--- src/rtl/count_seq_pkg.sv ---
// Shared state encoding and mode constants for the count sequencer.
package count_seq_pkg;

    typedef enum logic [1:0] {
        StIdle,
        StRun,
        StDone
    } state_e;

    localparam logic [1:0] MODE_UP       = 2'b00;
    localparam logic [1:0] MODE_DOWN     = 2'b01;
    localparam logic [1:0] MODE_PINGPONG = 2'b10;

endpackage

--- src/rtl/updown_step_counter.sv ---
// WIDTH-bit up/down counter register with load and step enable.
module updown_step_counter
    import count_seq_pkg::*;
#(
    parameter int unsigned WIDTH = 4
) (
    input  logic             clk,
    input  logic             reset,
    input  logic             load,
    input  logic [WIDTH-1:0] load_val,
    input  logic             en,
    input  logic             up_down,
    output logic [WIDTH-1:0] count
);

    always_ff @(posedge clk) begin
        if (reset) begin
            count <= '0;
        end else if (load) begin
            count <= load_val;
        end else if (en) begin
            count <= up_down ? count + WIDTH'(1) : count - WIDTH'(1);
        end
    end

endmodule

--- src/rtl/count_sequencer.sv ---
// Command-driven sequencer: steps an up/down counter once-up, once-down or ping-pong
// between captured bounds at a prescaled rate, with done/err pulses.
module count_sequencer
    import count_seq_pkg::*;
#(
    parameter int unsigned WIDTH  = 4,
    parameter int unsigned DIV_W  = 8,
    parameter int unsigned PASS_W = 4
) (
    input  logic              clk,
    input  logic              reset,
    input  logic              start,
    input  logic              abort,
    input  logic [1:0]        mode,
    input  logic [WIDTH-1:0]  lo,
    input  logic [WIDTH-1:0]  hi,
    input  logic [PASS_W-1:0] passes,
    input  logic [DIV_W-1:0]  div,
    output logic [WIDTH-1:0]  count,
    output logic              dir,
    output logic              busy,
    output logic              done,
    output logic              err
);

    state_e            state;
    logic [1:0]        mode_q;
    logic [WIDTH-1:0]  lo_q;
    logic [WIDTH-1:0]  hi_q;
    logic [PASS_W-1:0] rem_q;
    logic [DIV_W-1:0]  div_q;
    logic [DIV_W-1:0]  presc_q;

    logic              cnt_load;
    logic [WIDTH-1:0]  cnt_load_val;
    logic              step;
    logic [WIDTH-1:0]  next_val;
    logic              at_end;

    always_comb begin
        cnt_load     = 1'b0;
        cnt_load_val = lo;
        if (state == StIdle && start && lo <= hi) begin
            cnt_load     = 1'b1;
            cnt_load_val = (mode == MODE_DOWN) ? hi : lo;
        end
    end

    // abort takes priority over a step due in the same cycle
    assign step     = (state == StRun) && !abort && (presc_q == div_q);
    assign next_val = dir ? count + WIDTH'(1) : count - WIDTH'(1);
    assign at_end   = dir ? (next_val == hi_q) : (next_val == lo_q);

    updown_step_counter #(
        .WIDTH (WIDTH)
    ) u_counter (
        .clk      (clk),
        .reset    (reset),
        .load     (cnt_load),
        .load_val (cnt_load_val),
        .en       (step),
        .up_down  (dir),
        .count    (count)
    );

    always_ff @(posedge clk) begin
        if (reset) begin
            state   <= StIdle;
            dir     <= 1'b1;
            busy    <= 1'b0;
            done    <= 1'b0;
            err     <= 1'b0;
            presc_q <= '0;
            mode_q  <= MODE_UP;
            lo_q    <= '0;
            hi_q    <= '0;
            rem_q   <= '0;
            div_q   <= '0;
        end else begin
            done <= 1'b0;
            err  <= 1'b0;
            unique case (state)
                StIdle: begin
                    if (start) begin
                        if (lo > hi) begin
                            err <= 1'b1;
                        end else if (lo == hi) begin
                            state <= StDone;
                            done  <= 1'b1;
                        end else begin
                            mode_q  <= mode;
                            lo_q    <= lo;
                            hi_q    <= hi;
                            div_q   <= div;
                            rem_q   <= (passes == '0) ? PASS_W'(1) : passes;
                            presc_q <= '0;
                            dir     <= (mode != MODE_DOWN);
                            busy    <= 1'b1;
                            state   <= StRun;
                        end
                    end
                end
                StRun: begin
                    if (abort) begin
                        state <= StIdle;
                        busy  <= 1'b0;
                    end else if (presc_q == div_q) begin
                        presc_q <= '0;
                        if (at_end) begin
                            if (mode_q == MODE_PINGPONG) begin
                                dir   <= ~dir;
                                rem_q <= rem_q - PASS_W'(1);
                                if (rem_q == PASS_W'(1)) begin
                                    state <= StDone;
                                    busy  <= 1'b0;
                                    done  <= 1'b1;
                                end
                            end else begin
                                state <= StDone;
                                busy  <= 1'b0;
                                done  <= 1'b1;
                            end
                        end
                    end else begin
                        presc_q <= presc_q + DIV_W'(1);
                    end
                end
                StDone: begin
                    state <= StIdle;
                end
                default: begin
                    state <= StIdle;
                    busy  <= 1'b0;
                end
            endcase
        end
    end

endmodule

--- config.mk ---
export PLATFORM = sky130hd
export DESIGN_NAME = count_sequencer
export DESIGN_NICKNAME = d
export VERILOG_FILES = /design/src/rtl/count_seq_pkg.sv /design/src/rtl/updown_step_counter.sv /design/src/rtl/count_sequencer.sv
export SDC_FILE = /design/constraint.sdc
export NUM_CORES = 1
export LEC_CHECK = 0
export CAP_MARGIN = 25
export CORE_ASPECT_RATIO = 0.8
export CORE_UTILIZATION = 58
export DETAILED_ROUTE_END_ITERATION = 10
export DONT_BUFFER_PORTS = 1
export HOLD_SLACK_MARGIN = 0.15
export PLACE_DENSITY = 0.82
export SYNTH_ARGS = -nofsm -noshare
export SYNTH_HDL_FRONTEND = slang
export SYNTH_SLANG_ARGS = --single-unit
--- constraint.sdc ---
create_clock -name clk -period 6.8 [get_ports clk]
set_input_delay 1.02 -clock clk [delete_from_list [all_inputs] [get_ports clk]]
set_output_delay 1.02 -clock clk [all_outputs]
set_load 0.02 [all_outputs]
==> results_dict.tcl <==
set metrics [dict create \
    status "complete, no violations" \
    grt_util_met2_pct 36.5 \
    synthCells 265 \
    fin_crit_sh_pct 45.1 \
    grt_start_max_net_pins 34 \
    r2r_cells 8 \
    clk_path_buf_depth 2 \
    setup_tns_ns 0 \
    powerDensity_nw_per_um2 239 \
    hold_buffers 0 \
    period_needed_ns 3.07 \
    hp-class "flip-flop to flip-flop" \
    endpoint_kind "flip-flop" \
    drc 0 \
    async_reset_ff_share_pct 0 \
    holdPathStages 2 \
    synthTopCellsByArea "dfxtp_1, nand2_1, a21oi_1" \
    max_freq_mhz 326 \
    fin_area_um2 2240 \
    cts.repair.resized 0 \
    gp_congestion 0.875 \
    ff_latch_area_um2 801 \
    worst_pin_slew_ns 0.867 \
    synth_top_area_share_pct 37.3 \
    synth_most_common_cell "nand2_1" \
    hold_violations 0 \
    holdPathEnd "lo_q[3]" \
    diodes 0 \
    cp_cell_sequence "inv_1 > ha_1 > a21o_1 > a21oi_2 > xnor3_1 > or4_4 > a21oi_1 > a21oi_1" \
    core-area_um2 3490 \
    combPwrFrac_pct 19.4 \
    die_h_um 56.5 \
    min_from "lo_q[3]" \
    yosys_warnings 0 \
    rsz0062_at_grt "no" \
    crit_path_max_fanout 9 \
    antenna_found_initial 0 \
    ys.flop_type "dfxtp_1" \
    num_rows 19 \
    vias 1768 \
    gr-usage-all-layers_pct 24.5 \
    dpl_cell_area_um2 2150 \
    cellLeakagePower_uw 0.000920 \
    io_buffers 0 \
    final_net_count 295 \
    crit_type "flip-flop to flip-flop" \
    htreeDepth 2 \
    clkPwrFrac_pct 30.2 \
    grt.busiest_layer "met2" \
    use_met1_pct 35.2 \
    io_pins 34 \
    p_total_uw 534 \
    synth_top_area_cell "dfxtp_1" \
    hold_slack_ns 0.452 \
    hpwlAfterDp_um 3260 \
    synth_edf_count 0 \
    cpMaxStageDelayCell "dfxtp_1" \
    r2r-start "dir" \
    synth_area_um2 2150 \
    ys_seq_area_share_pct 37.3 \
    insertion_delay_ns 0.29 \
    crit_arrival_ns 3.25 \
    vias_per_cell 5.85 \
    maxCapViolCount 0 \
    cts_made_buffers 5 \
    cp.required_ns 6.98 \
    cts.sinks 40 \
    totalWireLength_um 4470 \
    postCtsSetupBuffers 0 \
    multiInputGateArea_um2 1260 \
    ant_nets 0 \
    reg2reg_to "busy" \
    clk_pin_slew_ns 0.07 \
    avgSynthCellArea_um2 8.11 \
    ys_types 43 \
    worst_slack_ns 3.73 \
    drtIter0Drc 161 \
    critical-path-top-delay-family "flip-flops" \
    area_growth_pct 4.25 \
    internal-power_uw 374 \
    grt_pass1_vias 1615 \
    synth-seq-cells 40 \
    crit_start "dir" \
    start_util_pct 61.5 \
    worstSetupStartpointType "flip-flop" \
    die-area_um2 3960 \
    slew-limit-headroom_pct 42.1 \
    crit_top_cell "a21oi_1" \
    cts_tree "yes" \
    fin_skew_ns 0.00698 \
    pre_cts_ws_ns 3.59 \
    grt_pass1_wl_um 7660 \
    n_fill_cell 285 \
    ir_worst_vdd_mv 0.147 \
    use_met3_pct 5.75 \
    root_buffer "clkbuf_8" \
    p_sw_share_pct 30.0 \
    grt_overflow_total 0 \
    synth_common_cells "nand2_1, dfxtp_1, a21oi_1" \
    rrSetupSlack_ns 3.73 \
    drive_above_1_share_pct 4.23 \
    die_w_um 70.1 \
    wire_per_inst_um 14.8 \
    power.switching_uw 160 \
    slew_violations 0 \
    worst-path-buf-inv 1 \
    setup_viol 0 \
    p_seq_share_pct 50.4 \
    slowest_delay_ns 0.74 \
    synthesis.nets 301 \
    first_pass_iters 4 \
]
[power by group through the flow]
stage / Combinational, µW / Sequential, µW / Clock [µW]
after floorplan: 88.3 / 270 / 0
after global placement: 100 / 274 / 0
after detailed placement: 102 / 274 / 0
after CTS: 103 / 269 / 165
after global routing: 116 / 272 / 173
final: 104 / 269 / 162
[per-stage QoR]
stage	utilization, %	cells
2_1_floorplan	-	265
3_3_place_gp	61.5	294
3_5_place_dp	61.5	294
4_1_cts	64.1	302
5_1_grt	64.1	302
6_report	64.1	302
[per-layer routing]
metal	routed length (µm)	vias up
met1	2160	794
li1	-	898
met4	51	0
met5	0	-
met3	377	6
met2	1880	70
[registers in the layout (all words and copies together) (netlist names), 2 cells and up]
| register | cells |
|---|---|
| u_counter.count | 4 |
| rem_q | 4 |
| mode_q | 2 |
| presc_q | 8 |
| hi_q | 4 |
| div_q | 8 |
| lo_q | 4 |
| state | 2 |
[layout make-up]
cell class | instances | area share, %
Sequential cell | 40 | 35.7
Clock buffer | 8 | 4.02
Inverter | 11 | 1.84
Tap cell | 42 | 2.35
Multi-Input combinational cell | 201 | 56.1
[cells by family (layout without fill, tap and decap cells)]
kind of cell / count (synthesis) / after routing / synth area share, %
XOR/XNOR: 21 / 21 / 9.20
buffers and inverters: 24 / 19 / 4.31
AND/OR/NAND/NOR: 99 / 99 / 22.2
AO/OA/AOI/OAI: 64 / 64 / 17.6
adder cells (fa/ha/maj): 10 / 10 / 6.17
flip-flops: 40 / 40 / 37.3
multiplexers: 7 / 7 / 3.26
[worst max-delay path by stage]
stage,to,cells past startpoint,slack (ns)
finish,busy,8,3.73
global placement,rem_q[3],8,3.67
detailed placement,rem_q[3],8,3.59
floorplan,dir,8,4.02
global route,dir,8,3.57
CTS,busy,8,3.72
[cell usage in the layout, fill, tap and decap left out, types with 3 or more instances in the layout]
cell type,count
inv_1,11
o21ai_0,3
o31ai_1,3
or3_1,4
xnor2_1,6
o21ai_1,8
nand3_1,5
nand2_1,46
nor3_1,3
ha_1,9
a21oi_1,33
a211oi_1,5
xor2_1,14
nand4_1,3
a21o_1,3
and2_1,3
nor2_1,16
clkbuf_8,6
dfxtp_1,40
mux2i_1,7
nor3b_1,3
nand2b_1,5
[tightest hold or removal path, delay by kind of cell, from the launching register on]
kind | cells | cell delay, ns
AOI/OAI and AO/OA | 1 | 0.05
DFF | 1 | 0.31
and+or+nand+nor | 1 | 0.05
No activity file was read; power rests on OpenSTA's default activity.
